### config.mk
export PLATFORM = sky130hd
export DESIGN_NAME = sar_result_avg_flat
export DESIGN_NICKNAME = d
export VERILOG_FILES = /design/src/rtl/sar_result_avg_if.sv /design/src/rtl/sar_result_avg.sv /design/src/flat_wrapper.sv
export SDC_FILE = /design/constraint.sdc
export NUM_CORES = 1
export LEC_CHECK = 0
export ABC_AREA = 1
export CAP_MARGIN = 15
export CORE_MARGIN = 1.5
export CORE_UTILIZATION = 50
export DETAILED_ROUTE_END_ITERATION = 6
export PLACE_DENSITY = 0.71
export REMOVE_ABC_BUFFERS = 1
export SLEW_MARGIN = 10
export SYNTH_ARGS = -nofsm -noshare
export SYNTH_HDL_FRONTEND = slang
export SYNTH_SLANG_ARGS = --single-unit
export TNS_END_PERCENT = 50
### constraint.sdc
create_clock -name clk -period 2.9 [get_ports clk]
set_input_delay 0.29 -clock clk [delete_from_list [all_inputs] [get_ports clk]]
set_output_delay 0.29 -clock clk [all_outputs]
set_load 0.1 [all_outputs]
### src/rtl/sar_result_avg_if.sv
// SAR sample input plus averaged-result stream with valid/ready handshake.
// The averager uses the slave view; whoever drives the SAR and consumes results uses master.
interface sar_result_avg_if #(
  parameter int DATA_W = 12
);
  logic [DATA_W-1:0] bitout;
  logic              conv_done;
  logic [DATA_W-1:0] out_data;
  logic              out_valid;
  logic              out_ready;

  modport master (
    output bitout, conv_done, out_ready,
    input  out_data, out_valid
  );

  modport slave (
    input  bitout, conv_done, out_ready,
    output out_data, out_valid
  );
endinterface

### src/rtl/sar_result_avg.sv
// Averages 2^avg_log2 SAR conversions per window and queues the truncated
// means in a small FIFO with a sticky overflow flag for dropped results.
module sar_result_avg #(
  parameter int DATA_W     = 12,
  parameter int FIFO_DEPTH = 4
) (
  input  logic                        clk,
  input  logic                        reset,
  input  logic                        en,
  input  logic [1:0]                  avg_log2,
  input  logic                        clr_ovf,
  output logic [$clog2(FIFO_DEPTH):0] fifo_count,
  output logic                        overflow,
  sar_result_avg_if.slave             bus
);

  localparam int PW = $clog2(FIFO_DEPTH);
  localparam int CW = PW + 1;
  localparam int AW = DATA_W + 3;

  logic              conv_done_q;
  logic [2:0]        cnt;
  logic [1:0]        k;
  logic [AW-1:0]     acc;

  logic [DATA_W-1:0] mem [FIFO_DEPTH];
  logic [PW-1:0]     wr_ptr;
  logic [PW-1:0]     rd_ptr;

  logic              capture;
  logic [1:0]        win_k;
  logic [2:0]        last_idx;
  logic              is_final;
  logic [AW-1:0]     sum;
  logic [DATA_W-1:0] result;
  logic              full;
  logic              pop;
  logic              wr_en;
  logic              drop;

  // The first capture of a window uses the live avg_log2; later ones use the latched k.
  assign capture  = en & bus.conv_done & ~conv_done_q;
  assign win_k    = (cnt == 3'd0) ? avg_log2 : k;
  assign last_idx = 3'((4'd1 << win_k) - 4'd1);
  assign is_final = capture && (cnt == last_idx);
  assign sum      = acc + AW'(bus.bitout);
  assign result   = DATA_W'(sum >> win_k);

  assign full  = (fifo_count == CW'(FIFO_DEPTH));
  assign pop   = bus.out_valid & bus.out_ready;
  assign wr_en = is_final & (~full | pop);
  assign drop  = is_final & full & ~pop;

  assign bus.out_valid = (fifo_count != '0);
  assign bus.out_data  = bus.out_valid ? mem[rd_ptr] : '0;

  // NOTE: sequential state uses non-blocking assignments so every register
  // samples the pre-edge values of the others, independent of block order.
  always_ff @(posedge clk) begin
    if (reset) begin
      conv_done_q <= 1'b1;
      cnt         <= '0;
      k           <= '0;
      acc         <= '0;
    end else begin
      conv_done_q <= bus.conv_done;
      if (!en) begin
        cnt <= '0;
        acc <= '0;
      end else if (capture) begin
        if (cnt == 3'd0) k <= avg_log2;
        if (is_final) begin
          cnt <= '0;
          acc <= '0;
        end else begin
          cnt <= cnt + 3'd1;
          acc <= sum;
        end
      end
    end
  end

  always_ff @(posedge clk) begin
    if (reset) begin
      wr_ptr     <= '0;
      rd_ptr     <= '0;
      fifo_count <= '0;
      overflow   <= 1'b0;
    end else begin
      if (wr_en) wr_ptr <= wr_ptr + PW'(1);
      if (pop)   rd_ptr <= rd_ptr + PW'(1);
      case ({wr_en, pop})
        2'b10:   fifo_count <= fifo_count + CW'(1);
        2'b01:   fifo_count <= fifo_count - CW'(1);
        default: fifo_count <= fifo_count;
      endcase
      // A drop on the same edge as clr_ovf wins.
      if (drop)         overflow <= 1'b1;
      else if (clr_ovf) overflow <= 1'b0;
    end
  end

  // NOTE: storage is deliberately not reset; entries are only visible once
  // written, and out_data is forced to zero whenever the FIFO is empty.
  always_ff @(posedge clk) begin
    if (wr_en) mem[wr_ptr] <= result;
  end

endmodule

### src/flat_wrapper.sv
// flat-port wrapper written by rule: the top's interface ports become plain ports
module sar_result_avg_flat 
#(
  parameter int DATA_W     = 12,
  parameter int FIFO_DEPTH = 4
)
  (clk, reset, en, avg_log2, clr_ovf, fifo_count, overflow, bus_bitout, bus_conv_done, bus_out_ready, bus_out_data, bus_out_valid);
  sar_result_avg_if #(.DATA_W(DATA_W)) bus_i ();
  input  logic clk;
  input  logic reset;
  input  logic en;
  input  logic [1:0] avg_log2;
  input  logic clr_ovf;
  output logic [$clog2(FIFO_DEPTH):0] fifo_count;
  output logic overflow;
  input wire logic [$bits(bus_i.bitout)-1:0] bus_bitout;
  input wire logic [$bits(bus_i.conv_done)-1:0] bus_conv_done;
  input wire logic [$bits(bus_i.out_ready)-1:0] bus_out_ready;
  output wire logic [$bits(bus_i.out_data)-1:0] bus_out_data;
  output wire logic [$bits(bus_i.out_valid)-1:0] bus_out_valid;
  assign bus_i.bitout = bus_bitout;
  assign bus_i.conv_done = bus_conv_done;
  assign bus_i.out_ready = bus_out_ready;
  assign bus_out_data = bus_i.out_data;
  assign bus_out_valid = bus_i.out_valid;
  sar_result_avg #(.DATA_W(DATA_W), .FIFO_DEPTH(FIFO_DEPTH)) u_core (.clk(clk), .reset(reset), .en(en), .avg_log2(avg_log2), .clr_ovf(clr_ovf), .fifo_count(fifo_count), .overflow(overflow), .bus(bus_i));
endmodule
# After elaboration in Yosys (flattened, before gate mapping)
# Memories as Yosys holds them, arrays and structs flattened. A register that Yosys moved wholly into a read port is not among the register bits.
# Index checks and enable logic that the tools add are counted.
[classes] shift=2 bitwise_logic=11 add_sub_neg=7 n_eq_ne=4 muxes=11 n_reduce_logical=7
[ops] op="15-bit by 12-bit adder with 15-bit output" count=1
[ops] op="15-bit two-way mux" count=1
[ops] op="15-bit by 2-bit >> shifter with 12-bit output" count=1
[ops] op="12-bit two-way mux" count=1
[ops] op="3-bit by 1-bit adder with 3-bit output (second input constant)" count=2
[ops] op="1-bit bitwise AND" count=6
[ops] op="2-bit two-way mux" count=3
[ops] op="3-bit one-hot mux with 2 select lines" count=1
[ops] op="3-bit by 1-bit subtractor with 3-bit output (second input constant)" count=2
[ops] op="2-bit by 1-bit adder with 2-bit output (second input constant)" count=2
[ops] op="1-bit two-way mux" count=4
[ops] op="1-bit NOT" count=4
[ops] op="2-bit nonzero test" count=2
[ops] op="3-bit == test" count=1
[ops] op="3-bit == test (second input constant)" count=1
[ops] op="3-bit zero test" count=1
[ops] op="3-bit two-way mux" count=1
[ops] op="3-bit nonzero test" count=1
[ops] op="1-bit by 2-bit << shifter with 3-bit output (first input constant)" count=1
[ops] op="2-bit by 1-bit == test with 1-bit output (second input constant)" count=1
[ops] op="2-bit == test (second input constant)" count=1
[ops] op="2-bit AND reduction" count=1
[ops] op="2-bit OR reduction" count=1
[ops] op="1-bit logical AND" count=1
[ops] op="1-bit bitwise OR" count=1
[word_totals] out_inout_bits=17 memories=1 ff_bits=29 elab_cells=51 ram_bits=48
[memory_table] name="u_core.mem" depth=4 width=12 rd=1 rd_ports_with_merged_regs=1 write_ports=1 line="sar_result_avg.sv:26" rtl="logic [DATA_W-1:0] mem [FIFO_DEPTH];"

# Logic depth before layout (Yosys ltp)
# Gate-level depths: netlist of run 1.
[depth] ltp_word=9 depth_mapped=17 depth_no_buf=17

# Worst setup path after synthesis of run 1
# Ideal clock, no wire load.
[synth_timing] path_kind="register to output" startpoint="register u_core.fifo_count[0]" endpoint="output bus_out_data[10]" arrival_ns=3.769 path_slack_ns=-1.159 path_stages_with_launch=6 path_cell_list="dfxtp_1 -> nor2_1 -> nand2_1 -> inv_1 -> clkbuf_1 -> a21oi_1"
[synth_via] elab_chain_len=2
[synth_lines] item="start: declaration" line="sar_result_avg.sv:12" rtl="output logic [$clog2(FIFO_DEPTH):0] fifo_count,"
[synth_lines] item="start signal: assignment" line="sar_result_avg.sv:93" rtl="2'b10: fifo_count <= fifo_count + CW'(1);"
[synth_lines] item="start signal: assignment" line="sar_result_avg.sv:94" rtl="2'b01: fifo_count <= fifo_count - CW'(1);"
[synth_lines] item="start signal: assignment" line="sar_result_avg.sv:95" rtl="default: fifo_count <= fifo_count;"
[synth_lines] item="3-bit nonzero test" line="sar_result_avg.sv:54" rtl="assign bus.out_valid = (fifo_count != '0);"
[synth_lines] item="named net bus_out_valid" line="flat_wrapper.sv:20" rtl="output wire logic [$bits(bus_i.out_valid)-1:0] bus_out_valid;"
[synth_lines] item="12-bit two-way mux" line="sar_result_avg.sv:55" rtl="assign bus.out_data = bus.out_valid ? mem[rd_ptr] : '0;"
[synth_lines] item="end: declaration" line="flat_wrapper.sv:19" rtl="output wire logic [$bits(bus_i.out_data)-1:0] bus_out_data;"
# The timed path passes the listed nets, and every way through them passes these cells.

# Worst setup path after layout of run 1
[layout_timing] startpoint="register u_core.cnt[1]" endpoint="register u_core.fifo_count[2]"
[layout_via] elab_chain_len=9
[layout_lines] item="start: declaration" line="sar_result_avg.sv:22" rtl="logic [2:0] cnt;"
[layout_lines] item="start signal: assignment" line="sar_result_avg.sv:76" rtl="cnt <= cnt + 3'd1;"
[layout_lines] item="3-bit zero test" line="sar_result_avg.sv:43" rtl="assign win_k = (cnt == 3'd0) ? avg_log2 : k;"
[layout_lines] item="2-bit two-way mux" line="sar_result_avg.sv:43"
[layout_lines] item="1-bit by 2-bit << shifter with 3-bit output" line="sar_result_avg.sv:44" rtl="assign last_idx = 3'((4'd1 << win_k) - 4'd1);"
[layout_lines] item="3-bit by 1-bit subtractor with 3-bit output" line="sar_result_avg.sv:44"
[layout_lines] item="3-bit == test (*)" line="sar_result_avg.sv:45" rtl="assign is_final = capture && (cnt == last_idx);"
[layout_lines] item="1-bit logical AND (*)" line="sar_result_avg.sv:45"
[layout_lines] item="1-bit bitwise AND (*)" line="sar_result_avg.sv:51" rtl="assign wr_en = is_final & (~full | pop);"
[layout_lines] item="2-bit by 1-bit == test with 1-bit output or 2-bit == test (tied branches)" line="sar_result_avg.sv:92" rtl="case ({wr_en, pop})"
[layout_lines] item="3-bit one-hot mux with 2 select lines or 2-bit nonzero test (tied branches)"
# Every way passes the cells marked *; elsewhere a longest branch is shown, timed or not.
# A chain may end at the register's enable or synchronous reset.

==> results of run 1 <==
==> stage by stage <==
step | hold slack [ns] | cells
after floorplan | 0.359 | 491
after global placement | 0.445 | 640
after detailed placement | 0.462 | 640
after CTS | 0.475 | 656
after global routing | 0.490 | 656
final | 0.471 | 656
==> where the power goes <==
part           total (mW)  leakage (nW)  internal [mW]  switching [mW]
logic               0.858          1.16          0.187           0.671
registers            1.24         0.684           1.22          0.0173
clock network       0.798        0.0949          0.398           0.401
total                2.89          1.94           1.80            1.09
==> cells by family after synthesis <==
logic type,synth area share (%)
AO/OA/AOI/OAI,12.1
XOR/XNOR,2.09
adder cells (fa/ha/maj),6.32
buffers and inverters,5.28
flip-flops,49.2
multiplexers,0.239
AND/OR/NAND/NOR,24.8
==> registers in the layout, indices dropped and copies added, names as in the netlist, named ones only <==
| signal | flops |
|---|---|
| u_core.acc | 15 |
| u_core.cnt | 3 |
| u_core.conv_done_q | 1 |
| u_core.fifo_count | 3 |
| u_core.k | 2 |
| u_core.mem | 48 |
| u_core.overflow | 1 |
| u_core.rd_ptr | 2 |
| u_core.wr_ptr | 2 |
==> per-layer routing <==
| metal | vias up | track usage (%) | share of wire, % |
|---|---|---|---|
| met5 | - | 0 | 0 |
| met4 | 0 | 5.72 | 1.2 |
| met3 | 10 | 3.78 | 3.7 |
| met2 | 54 | 33.9 | 48 |
| met1 | 1555 | 26.4 | 48 |
| li1 | 1772 | - | - |
==> tightest hold or removal path, stage by stage (launching register included) <==
cell and delay (ns):
dfxtp_1 0.32, nand2_1 0.06, a21oi_1 0.06
==> cell usage in the layout (no fill, tap or decap), drive strengths merged, types with 2 or more instances in the layout <==
cell type / instances
buf: 25
o21ai: 44
xor2: 7
clkbuf: 9
nor2: 78
a21oi: 51
nand2: 111
dfxtp: 31
nand4: 2
clkinv: 5
xnor2: 3
clkdlybuf4s50: 19
fa: 2
ha: 18
nand3: 37
o22ai: 4
nand3b: 3
or2: 5
edfxtp: 48
nor3: 2
inv: 42
==> cells in the mapped netlist (all sizes together) <==
cell | n | area share [%]
clkbuf | 11 | 0.98
ha | 18 | 5.4
nor2 | 78 | 7.3
dfxtp | 31 | 15
and2 | 1 | 0.15
o21a | 1 | 0.18
buf | 4 | 0.54
mux2i | 1 | 0.24
clkinv | 1 | 0.089
or2 | 5 | 0.75
o22ai | 4 | 0.60
nor3 | 2 | 0.51
edfxtp | 48 | 34
xnor2 | 3 | 0.63
nand4 | 2 | 0.30
nand3 | 37 | 4.4
xor2 | 7 | 1.5
a21oi | 51 | 6.1
o21ai | 44 | 5.2
nand2 | 111 | 11
nand3b | 3 | 0.54
fa | 2 | 0.95
inv | 41 | 3.7
==> worst paths after layout <==
path	start	endpoint	slack (ns)	cells past startpoint
max	u_core.cnt[1]	u_core.fifo_count[2]	0.29	16
min	u_core.acc[10]	u_core.acc[10]	0.47	2
max reg2reg	u_core.cnt[1]	u_core.fifo_count[2]	0.29	16
min reg2reg	u_core.acc[10]	u_core.acc[10]	0.47	2
==> layout make-up <==
cell class	instances	area share, %
multi-input cells	370	39.5
repair buffers	44	7.81
flip-flops and latches	79	42.6
clock inverters	7	1.47
clock buffers	9	2.56
inverters	42	3.26
well taps	105	2.72
==> results.toml, run 1 <==
[timing]
hold_viol_final = 0
worst_clock_skew_ns = 0.0132
max_slew_margin_pct = 60.5
finalCriticalPeriod_ns = 2.61
setup_viol = 0
worstMarginPinSlew_ns = 0.592
drv_slew = 0
layout_setup_ws_ns = 0.288
fmax_mhz = 383
rsz0062_at_grt = "false"
period_share_pct = 90.1
fin_tns_setup_ns = 0

[clock_tree]
htreeDepth = 3
clock-sinks = 79
cts_tree = "built"
cts_root_buffer = "clkbuf_8"
clkLatencyLatePin_ns = 0.35
postCtsHoldBufs = 0
clock_path_buffers = 2
postCtsSetupRepairBufs = 0
clk_pin_slew_ns = 0.08
cts_buffers = 9
cts_resized = 0

[die]
dieWidth_um = 94.6
dieArea_um2 = 8950
row_count = 33
initial_utilization_pct = 51.3
die_height_um = 94.6
core_um2 = 8180
num_io_pins = 37

[route]
drt_pass1_iterations = 4
drc = 0
num_vias = 3391
avgViaCountPerCell = 5.17
detail_route.wirelength_um = 8460
drt_iter0_drc = 163
post_drt_wl_per_cell_um = 12.9
ant_nets = 0

[min_path]
min_path_type = "register to register"

[setup_path]
crit_fanout = 14
cp_slowest_cell = "dfxtp_1"
cp.arrival_ns = 2.86
end_kind = "register"
max_stage_delay_ns = 0.39
critPathLaunchType = "register"
path_buf_inv = 2
cpMostUsedCell = "nand2_2"
worstPathRequired_ns = 3.15
worstSetupPathType = "register to register"
crit_chain = "inv_1 -> ha_1 -> nand2_2 -> nand2_1 -> nand2_2 -> nand2_1 -> nand2_1 -> nand2_2 -> nor2_4 -> nand2_4 -> nand2_2 -> inv_1 -> fa_1 -> nand3b_1 -> a21oi_1 -> nor2_1"
path_delay_family = "simple AND/OR/NAND/NOR gates"

[placement]
dp_hpwl_um = 6190
dp_slack_ns = 0.232
dpl-instance-area_um2 = 4640
portBuffers = 36
gp_congestion = 0.918

[yosys]
synth-seq-area-share_pct = 49.2
synth_cell_types = 30
syn_area_per_cell_um2 = 8.29
yosys_warnings = 0
synth_seq_cells = 79
syn-cell-area_um2 = 4200
synthCells = 506

[power]
totalPowerFinal_mw = 2.89
p_per_area_nw_per_um2 = 598
ir_drop_uv = 307
p_leak_nw = 1.94

[layout]
syn_to_final_growth_pct = 15.3
fin_area_um2 = 4840
multi_input_comb_area_um2 = 1910
finalNetCount = 586
register_area_um2 = 2060
final_util_pct = 59.2
num-fill-cells = 740
n_antenna_cell = 0
drive_gt1_share_pct = 10.3

[global_routing]
globalRoute.totalOverflow = 0
grt_usage_pct = 20.1
grt_pass1_vias = 3103
antenna_found_initial = 0
grt_max_degree = 25
grt_pass1_wl_um = 14100

[flow_run]
drv_cap = 0

[status]
status = "completed"
No activity file was read; power rests on OpenSTA's default activity.
==> run 2, diff against run 1 <==
--- a/config.mk
+++ b/config.mk
@@ -11,6 +11,7 @@
 export CORE_UTILIZATION = 50
 export DETAILED_ROUTE_END_ITERATION = 6
 export PLACE_DENSITY = 0.71
+export RECOVER_POWER = 50
 export REMOVE_ABC_BUFFERS = 1
 export SLEW_MARGIN = 10
 export SYNTH_ARGS = -nofsm -noshare
==> constraint.sdc (replaced) <==
create_clock -name clk -period 3.4 [get_ports clk]
set_input_delay 0.34 -clock clk [delete_from_list [all_inputs] [get_ports clk]]
set_output_delay 0.34 -clock clk [all_outputs]
set_load 0.1 [all_outputs]
==> results.toml, run 2 (synthesis results as in run 1) <==
[status]
status = "completed"

[route]
avgViaCountPerCell = 5.18
drt_iter0_drc = 162
ant_nets = 0
post_drt_wl_per_cell_um = 13.2
num_vias = 3388
detail_route.wirelength_um = 8670
drt_pass1_iterations = 5
drc = 0

[power]
power_frac_seq_pct = 42.4
p_sw_share_pct = 38.3
ir_drop_uv = 219
totalPowerFinal_mw = 2.49
p_switching_mw = 0.952
pwr-share-clk_pct = 28.1
combPwrFrac_pct = 29.5
p_per_area_nw_per_um2 = 517
p_int_mw = 1.53
p_leak_nw = 1.94

[timing]
period_share_pct = 83.2
setup_viol = 0
hold_viol_final = 0
finalCriticalPeriod_ns = 2.83
layout_setup_ws_ns = 0.572
drv_slew = 0
worst_clock_skew_ns = 0.00971
max_slew_margin_pct = 34.4
rsz0062_at_grt = "false"
fmax_mhz = 354
worstMarginPinSlew_ns = 0.981

[placement]
gp_congestion = 0.915
portBuffers = 36
dp_hpwl_um = 6120
dp_slack_ns = 0.620

[clock_tree]
cts_buffers = 9
cts_resized = 0
htreeDepth = 3
clkLatencyLatePin_ns = 0.36
postCtsHoldBufs = 0
postCtsSetupRepairBufs = 0
cts_tree = "built"
cts_root_buffer = "clkbuf_8"
clock-sinks = 79
clk_pin_slew_ns = 0.09
clock_path_buffers = 2

[die]
die_height_um = 94.6
dieWidth_um = 94.6
core_um2 = 8180
row_count = 33
dieArea_um2 = 8950
num_io_pins = 37
initial_utilization_pct = 51.3

[global_routing]
grt_usage_pct = 20.8
grt_pass1_vias = 3151
antenna_found_initial = 0
grt_max_degree = 26
grt_pass1_wl_um = 14400
globalRoute.totalOverflow = 0

[layout]
layout_common_cells = "nand2_1, nor2_1, a21oi_1, edfxtp_1, o21ai_0"
finalNetCount = 584
mostFrequentLayoutCell = "nand2_1"
largest_reg_flops = 48
drive_gt1_share_pct = 8.01
largestRegisters = "u_core.mem x48, u_core.acc x15"
multi_input_comb_area_um2 = 1880
num-fill-cells = 729
register_area_um2 = 2060
n_antenna_cell = 0
largest_register = "u_core.mem"
syn_to_final_growth_pct = 14.6

[setup_path]
cp.arrival_ns = 3.09
crit_fanout = 14
worstPathRequired_ns = 3.66
end_kind = "register"
rr_startpoint = "u_core.cnt[1]"
worstSetupPathType = "register to register"
critPathLaunchType = "register"
startpoint = "u_core.cnt[1]"

[min_path]
min_path_type = "register to register"
holdCritStartpoint = "u_core.rd_ptr[1]"

[flow_run]
drv_cap = 0
[run 2: cell types whose count changed in the layout (fill, tap and decap cells not counted), sizes merged]
cell,delta
bufinv,-1
buf,-7
clkbuf,+2
clkdlybuf4s50,-1
dlygate4sd3,+6
clkinv,-3
inv,+2
[run 2: stage by stage]
step                cells  setup TNS (ns)  utilization [%]  area (um2)  hold WS, ns
CTS                   654               0             59.2        4840        0.473
detailed placement    638               0             56.7        4640        0.459
finish                654               0             58.8        4810        0.469
global route          654               0             58.8        4810        0.489
floorplan             491          -27.05                -        4130        0.409
global placement      638               0             56.7        4640        0.453
[run 2: final timing paths]
| path | end | slack, ns | cells past startpoint |
|---|---|---|---|
| max | u_core.fifo_count[2] | 0.57 | 16 |
| min | register | 0.47 | 2 |
| max reg2reg | u_core.fifo_count[2] | 0.57 | 16 |
| min reg2reg | register | 0.47 | 2 |
[run 2: critical path, stage by stage, from the launching register on]
cell and delay (ns):
dfxtp_1 0.38, inv_1 0.08, ha_1 0.23, nand2_1 0.13, nand2_1 0.06, nand2_1 0.36, nand2_1 0.14, nand2_1 0.09
nand2_1 0.10, nor2_4 0.11, nand2_4 0.07, nand2_2 0.07, inv_1 0.06, fa_1 0.37, nand3b_1 0.20, a21oi_1 0.20
nor2_1 0.07
[run 2: power groups by stage]
stage	Clock, mW	Combinational [mW]	Sequential [mW]
floorplan	0	0.509	1.13
global placement	0	0.730	1.08
detailed placement	0	0.738	1.08
CTS	0.713	0.740	1.05
global route	0.750	0.781	1.06
finish	0.697	0.734	1.05
[run 2: per-layer routing]
metal,vias to the layer above,global-route usage [%],share of wire [%]
met5,-,0,0
met4,0,8.58,1.9
met3,16,4.35,4.1
met2,78,33.4,47
met1,1525,27.3,47
li1,1769,-,-
[run 2: final cells by class]
cell class / count / share of cell area (%)
sequential: 79 / 42.9
tap: 105 / 2.73
clock buffer: 11 / 3.38
inverter: 42 / 3.28
clock inverter: 5 / 0.754
multi-input combinational: 370 / 39.2
timing repair buffer: 42 / 7.80
==> run 3, diff against run 2 <==
==> constraint.sdc (replaced) <==
create_clock -name clk -period 2.8 [get_ports clk]
set_input_delay 0.28 -clock clk [delete_from_list [all_inputs] [get_ports clk]]
set_output_delay 0.28 -clock clk [all_outputs]
set_load 0.1 [all_outputs]
==> results.toml, run 3 (synthesis results as in run 1) <==
[placement]
portBuffers = 36
gp_congestion = 0.908
dp_hpwl_um = 6320

[global_routing]
globalRoute.totalOverflow = 0
grt_usage_pct = 21.3
grt_pass1_wl_um = 14800
grt_pass1_vias = 3209
antenna_found_initial = 0
grt_max_degree = 25

[die]
dieArea_um2 = 8950
num_io_pins = 37
die_height_um = 94.6
row_count = 33
initial_utilization_pct = 51.3
dieWidth_um = 94.6
core_um2 = 8180

[clock_tree]
clock_path_buffers = 2
postCtsHoldBufs = 0
cts_tree = "built"
cts_buffers = 9
clk_pin_slew_ns = 0.09
cts_root_buffer = "clkbuf_8"
postCtsSetupRepairBufs = 0
clock-sinks = 79
clkLatencyLatePin_ns = 0.35
htreeDepth = 3
cts_resized = 0

[timing]
worst_clock_skew_ns = 0.0106
worstMarginPinSlew_ns = 1.16
period_share_pct = 91.3
drv_slew = 0
fmax_mhz = 391
max_slew_margin_pct = 22.8
setup_viol = 0
finalCriticalPeriod_ns = 2.56
fin_tns_setup_ns = 0
hold_viol_final = 0
rsz0062_at_grt = "false"

[power]
ir_drop_uv = 306
p_per_area_nw_per_um2 = 643
totalPowerFinal_mw = 3.12
p_leak_nw = 1.94

[route]
num_vias = 3486
post_drt_wl_per_cell_um = 13.3
avgViaCountPerCell = 5.29
drt_pass1_iterations = 4
drc = 0
ant_nets = 0
detail_route.wirelength_um = 8730
drt_iter0_drc = 163

[layout]
mostFrequentLayoutCell = "nand2_1"
finalNetCount = 589
largest_register = "u_core.mem"
layout_common_cells = "nand2_1, nor2_1, a21oi_1, edfxtp_1, o21ai_0"
largest_reg_flops = 48
drive_gt1_share_pct = 8.84
syn_to_final_growth_pct = 15.4
n_antenna_cell = 0
largestRegisters = "u_core.mem x48, u_core.acc x15"

[status]
status = "completed"

[min_path]
min_path_type = "register to register"

[setup_path]
crit_fanout = 13
worstPathRequired_ns = 2.52
end_kind = "output port"
worstSetupPathType = "register to output port"
critPathLaunchType = "register"
cp.arrival_ns = 2.28

[flow_run]
drv_cap = 0
[run 3: through the flow]
stage	hold WS, ns	cell area, um2	instances	setup WS [ns]	utilization, %
final	0.474	4840	659	0.244	59.2
after global routing	0.491	4840	659	0.0882	59.2
after CTS	0.475	4880	659	0.213	59.7
after detailed placement	0.463	4660	643	0.158	57.0
after global placement	0.451	4660	643	0.218	57.0
after floorplan	0.349	4130	491	-1.26	-
[run 3: area by class of cell]
type / count / area [um2]
repair buffers: 47 / 378
well taps: 105 / 131
multi-input cells: 370 / 1890
inverters: 42 / 158
flip-flops and latches: 79 / 2060
clock buffers: 10 / 128
fillers: 755 / 3330
clock inverters: 6 / 92.6
[run 3: worst paths after layout]
| path | start | to | slack [ns] | depth (start not counted) |
|---|---|---|---|---|
| min reg2reg | u_core.acc[9] | u_core.acc[9] | 0.47 | 2 |
| max reg2reg | u_core.cnt[1] | u_core.fifo_count[2] | 0.33 | 16 |
| max | register | bus_out_data[5] | 0.24 | 5 |
| min | u_core.acc[9] | u_core.acc[9] | 0.47 | 2 |
[run 3: power by group]
group | total, mW | switching [mW] | internal [mW]
clock network | 0.948 | 0.439 | 0.509
registers | 1.28 | 0.0175 | 1.26
logic | 0.888 | 0.698 | 0.190
total | 3.12 | 1.15 | 1.96
[run 3: metal layers]
layer	wire [um]	global-route usage, %	up-vias
li1	-	-	1784
met1	4060	28.5	1624
met2	4180	35.4	72
met3	446	3.22	6
met4	54	7.34	0
met5	0	0	-
[run 3: critical path, cell delays in order, from the launching register on]
cell	delay (ns)
dfxtp_1	0.65
inv_1	0.36
nor2_1	0.21
o21ai_0	0.12
a21oi_1	0.25
buf_4	0.34
==> RTL edit 1 (config.mk and constraints of run 1) <==
Put one more register stage on the output `overflow`, with the module's reset. The value now appears one clock later. The other outputs are not delayed to match.
--- a/src/rtl/sar_result_avg.sv
+++ b/src/rtl/sar_result_avg.sv
@@ -17,6 +17,8 @@
   localparam int PW = $clog2(FIFO_DEPTH);
   localparam int CW = PW + 1;
   localparam int AW = DATA_W + 3;
+
+  logic overflow_s0;
 
   logic              conv_done_q;
   logic [2:0]        cnt;
@@ -85,7 +87,7 @@
       wr_ptr     <= '0;
       rd_ptr     <= '0;
       fifo_count <= '0;
-      overflow   <= 1'b0;
+      overflow_s0 <= 1'b0;
     end else begin
       if (wr_en) wr_ptr <= wr_ptr + PW'(1);
       if (pop)   rd_ptr <= rd_ptr + PW'(1);
@@ -95,8 +97,8 @@
         default: fifo_count <= fifo_count;
       endcase
       // A drop on the same edge as clr_ovf wins.
-      if (drop)         overflow <= 1'b1;
-      else if (clr_ovf) overflow <= 1'b0;
+      if (drop)         overflow_s0 <= 1'b1;
+      else if (clr_ovf) overflow_s0 <= 1'b0;
     end
   end
 
@@ -106,5 +108,13 @@
     if (wr_en) mem[wr_ptr] <= result;
   end
 
+  always_ff @(posedge clk) begin
+    if (reset) begin
+      overflow <= '0;
+    end else begin
+      overflow <= overflow_s0;
+    end
+  end
+
 endmodule
 
Check against the original RTL: no difference found for any inputs over 4 cycles, from zero or initial values and one cycle with reset high; that may be too few to reach the edited logic, so the function may still have changed.
==> RTL edit 1 against run 1 <==
  * Design area is 0.49% higher
  * Worst setup slack worse by 14 ps
  * Hold slack worse by 24 ps
  * Power is 0.51% higher
  * Sequential cell count is 1 higher
  * Area after synthesis is 0.42% higher
  * Via count is 0.12% higher
  * First-iteration DRC count is 6.1% higher
  * Non-clock buffer count is 1 higher
  * Wire length is 0.95% higher
  * Critical endpoint unchanged
==> RTL edit 1: results (changes against run 1) <==
status=finished clean; top cells by area, synth=edfxtp_1 34%, dfxtp_1 15%, nand2_1 8.6%, nor2_1 6.6%, a21oi_1 5.9%; FILL cells=736 (-0.54%); multiplexer share of the synthesized area=0.713% (+0.47 points); M1 WL=4110 µm (+2.3%); post-layout util=59.4% (+0.29 points); placed cells=635 (-0.78%); Post-Synth XOR/XNOR Area=2.08% (-0.0087 points); worst vdd ir=0.286 mV (-6.7%); gr usage total=20.5% (+0.43 points); initial DRC count=173 (+6.1%); DRT Pass-1 Iters=5 (+1); fin cells=651 (-0.76%); Worst-path clk slew=90 ps; Synth cell types=32 (+6.7%); P_leak=1.95 nW (+0.77%); CP peak stage delay=370 ps (-20 ps); Commonest cells post-synth=96 x nand2_1, 74 x nor2_1, 50 x a21oi_1; Worst path slowest cell=fa_1; Synth Area per Inst=8.43 µm² (+1.6%); critical path fanouts, max=12 (-2); critical path arrival=2880 ps (+20 ps); dpl ws=252 ps (+20.8 ps); DR WL met3=352 µm (+14%); post-synthesis sequential area ratio=49.4% (+0.27 points); crit path from=u_core.cnt[0]; global placer's final weighted congestion=0.921 (+0.38%); Compound-Gate Fraction of Synth Area=12.1% (-0.021 points); vias in the first global route=3197 (+3.0%); Tightest Pin Transition=587 ps (-5.18 ps); detailed placer's ending HPWL=6220 µm (+0.51%); Placed Area=0.00467 mm² (+0.54%); fraction of layout cells with a size suffix above 1=11.4% (+1.0 points); detail-routed via count per cell=5.22 (+0.89%); DR WL met2=3980 µm (-1.0%); routed length per placed instance=13.1 µm (+1.7%); global-route wire length before repair=14300 µm (+1.6%)
-- RTL edit 1: changes by cell type after synthesis, sizes merged --
| cell | before | now |
|---|---|---|
| xor2 | 7 | 8 |
| nand2 | 111 | 107 |
| o21ai | 44 | 43 |
| xnor2 | 3 | 2 |
| inv | 41 | 38 |
| o32ai | 0 | 1 |
| nand3 | 37 | 38 |
| dfxtp | 31 | 32 |
| mux2i | 1 | 3 |
| nor2 | 78 | 76 |
| o22ai | 4 | 3 |
-- RTL edit 1: final timing paths --
kind                                        endpoint  slack, ps  depth (start not counted)
worst min-delay path                 u_core.overflow        450                          2
worst max register to register  u_core.fifo_count[2]        270                         15
worst max-delay path            u_core.fifo_count[2]        270                         15
worst min register to register       u_core.overflow        450                          2
-- RTL edit 1: area by class of cell --
| class | instances | share of cell area (%) |
|---|---|---|
| clock buffer | 11 | 3.22 |
| clock inverter | 5 | 0.772 |
| inverter | 39 | 3.01 |
| multi-input combinational | 366 | 39.5 |
| sequential | 80 | 42.8 |
| tap | 105 | 2.70 |
| timing repair buffer | 45 | 7.93 |
-- RTL edit 1: metal layers --
layer | up-vias | GRT usage (%)
met4 | 0 | 8.08
met3 | 9 | 2.74
li1 | 1765 | -
met1 | 1542 | 27.8
met5 | - | 0
met2 | 79 | 33.3
-- RTL edit 1: power breakdown --
group | total, mW | internal [mW] | switching [mW]
combinational | 0.856 | 0.187 | 0.670
clock | 0.801 | 0.378 | 0.423
sequential | 1.25 | 1.23 | 0.0170
total | 2.91 | 1.80 | 1.11
-- RTL edit 1: metrics by stage --
step	hold slack [ps]	TNS (ps)
2_1_floorplan	359	-15210
3_3_place_gp	416	0
3_5_place_dp	428	0
4_1_cts	451	0
5_1_grt	493	0
6_report	447	0
==> RTL edit 2 (config.mk and constraints of run 1) <==
Without the edit above. `FIFO_DEPTH` is set to 4 in 2 places; all go to 8.
--- a/src/rtl/sar_result_avg.sv
+++ b/src/rtl/sar_result_avg.sv
@@ -2,7 +2,7 @@
 // means in a small FIFO with a sticky overflow flag for dropped results.
 module sar_result_avg #(
   parameter int DATA_W     = 12,
-  parameter int FIFO_DEPTH = 4
+  parameter int FIFO_DEPTH = 8
 ) (
   input  logic                        clk,
   input  logic                        reset,
--- a/src/flat_wrapper.sv
+++ b/src/flat_wrapper.sv
@@ -2,7 +2,7 @@
 module sar_result_avg_flat 
 #(
   parameter int DATA_W     = 12,
-  parameter int FIFO_DEPTH = 4
+  parameter int FIFO_DEPTH = 8
 )
   (clk, reset, en, avg_log2, clr_ovf, fifo_count, overflow, bus_bitout, bus_conv_done, bus_out_ready, bus_out_data, bus_out_valid);
   sar_result_avg_if #(.DATA_W(DATA_W)) bus_i ();
Ports: changed (resized fifo_count); port bits go from 37 to 38. No check against the original RTL was run, so the function may have changed too.
==> RTL edit 2 against run 1 <==
  * Sequential share of layout area increased by 4.5 points
  * Critical path type is now register to output port
  * Maximum frequency decreased by 0.56%
  * Wire length increased by 63%
  * Worst setup slack got worse by 15 ps
  * Combinational power increased to 3.4 times the old value
  * Area after synthesis increased by 49%
  * Critical endpoint is now bus_out_data[2]
  * Sequential cell count increased by 52
  * Core utilization increased by 3.7 points
  * Design area increased by 57%
  * Cell count increased by 37%
  * Count of clock-buffer cells in the layout increased by 8
  * Clock power increased by 150%
  * Power increased by 140%
  * Largest cell class unchanged
==> RTL edit 2: results (changes against run 1) <==
initial DRC count=395 (+140%); Worst-path clk slew=60 ps (-20 ps); number of synthesized flops with an enable pin=96 (+100%); worst vdd ir=0.434 mV (+41%); critical path fanouts, max=48 (+34); multiplexer share of the synthesized area=0% (-0.24 points); critical path arrival=2340 ps (-520 ps); gr usage total=23.0% (+2.9 points); Clock Tree Buf Depth=2 (unchanged); top flop regs=u_core.mem x96, u_core.acc x15, u_core.fifo_count x4; Post-Synth XOR/XNOR Area=1.54% (-0.55 points); clock latency at the later pin of the worst-skew pair=420 ps (+70 ps); vias in the first global route=4848 (+56%); top cells by area, synth=edfxtp_1 46%, dfxtp_1 11%, nand2_1 6.6%, o21ai_0 6.5%, nor2_1 6.1%; Hold Path Class=register to register; detail-routed via count per cell=5.38 (+4.1%); fraction of layout cells with a size suffix above 1=13.7% (+3.3 points); yosys warns=0 (unchanged); clk_skew=10.1 ps (-3.13 ps); clock buffer count from CTS=17 (+8); Net Sw Frac=41.3% (+3.6 points); # Post-CTS Setup Buffers=0 (unchanged); DRT Pass-1 Iters=5 (+1); diodes inserted=0 (unchanged); H-tree levels=4 (+1); async set-reset flop share out of synthesis=0% (unchanged); fin nets=757 (+29%); reg-to-reg setup timing slack=290 ps; post-synthesis sequential area ratio=57.2% (+8.1 points); routed length per placed instance=15.3 µm (+19%); Commonest cells post-synth=110 x nand2_1, 101 x nor2_1, 96 x edfxtp_1; initial antenna violation count=0 (unchanged); status=finished clean; port bufs=37 (+2.8%); global placer's final weighted congestion=0.983 (+7.1%); Compound-Gate Fraction of Synth Area=13.4% (+1.3 points); worst hold margin=463 ps (-8.53 ps); detailed placer's ending HPWL=9060 µm (+46%); # DRC=0 (unchanged); pin count of the biggest net entering global routing=49 (+96%); Slew headroom=37.6% (-23 points); global-route wire length before repair=23300 µm (+65%); Root Driver=clkbuf_16; Synth cell types=35 (+17%); ys flop type=edfxtp_1; P_leak=2.88 nW (+48%); Adder-Cell Fraction of Synth Area=3.72% (-2.6 points)
[RTL edit 2: final timing paths]
kind                                  startpoint  cells after the start                to
worst min register to register  u_core.rd_ptr[2]                      2  u_core.rd_ptr[2]
worst min-delay path            u_core.rd_ptr[2]                      2  u_core.rd_ptr[2]
worst max register to register     u_core.acc[0]                      8  u_core.mem[7][2]
worst max-delay path                    register                      6   bus_out_data[2]
[RTL edit 2: kinds of logic after synthesis]
| kind of cell | Yosys count |
|---|---|
| buffers and inverters | 67 |
| xor gates and xnor gates | 11 |
| and+or+nand+nor | 282 |
| AOI/OAI and AO/OA | 157 |
| adders and majority gates | 18 |
| DFF | 131 |
[RTL edit 2: power groups by stage]
stage | clock, mW | combinational, mW | sequential, mW
6_report | 1.98 | 2.95 | 2.13
5_1_grt | 2.10 | 3.15 | 2.14
4_1_cts | 2.01 | 2.96 | 2.13
3_5_place_dp | 0 | 2.95 | 2.17
3_3_place_gp | 0 | 2.90 | 2.16
2_1_floorplan | 0 | 1.76 | 2.36
[RTL edit 2: cell type report]
class	instances	area [µm²]
well taps	168	210
clock inverters	15	134
multi-input cells	468	2430
fillers	1026	4500
repair buffers	59	666
inverters	42	161
flip-flops and latches	131	3580
clock buffers	17	425
[RTL edit 2: critical path: stages, from the launching register on]
cell and delay, ps:
dfxtp_1 320, buf_4 420, o21ai_0 180, o22ai_1 240, o21ai_0 150, a31oi_1 360, buf_12 230
[RTL edit 2: per-layer routing]
metal  share of wire [%]  vias to the layer above  track usage [%]  wire length [µm]
li1                    -                     2416                -                 -
met1                  43                     2274             28.4              5920
met2                  51                      135             40.4              6970
met3                 5.3                       16             5.22               732
met4                 1.1                        0             6.83               145
met5                   0                        -                0                 0
[RTL edit 2: repair_timing]
action | CTS | global route
endpoints found under the setup margin | 0 | 2
hold buffers | 0 | 0
resized for setup | 0 | 1
[RTL edit 2: through the flow]
stage	util, %	setup slack, ps	total power, mW	std cells	cell area (µm²)
after floorplan	-	-1280	4.12	641	6160
after global placement	58.2	63.7	5.06	868	7050
after detailed placement	58.2	-48.8	5.12	868	7050
after CTS	62.8	81.1	7.10	900	7600
after global routing	62.8	87.5	7.38	900	7610
final	62.8	273	7.05	900	7610
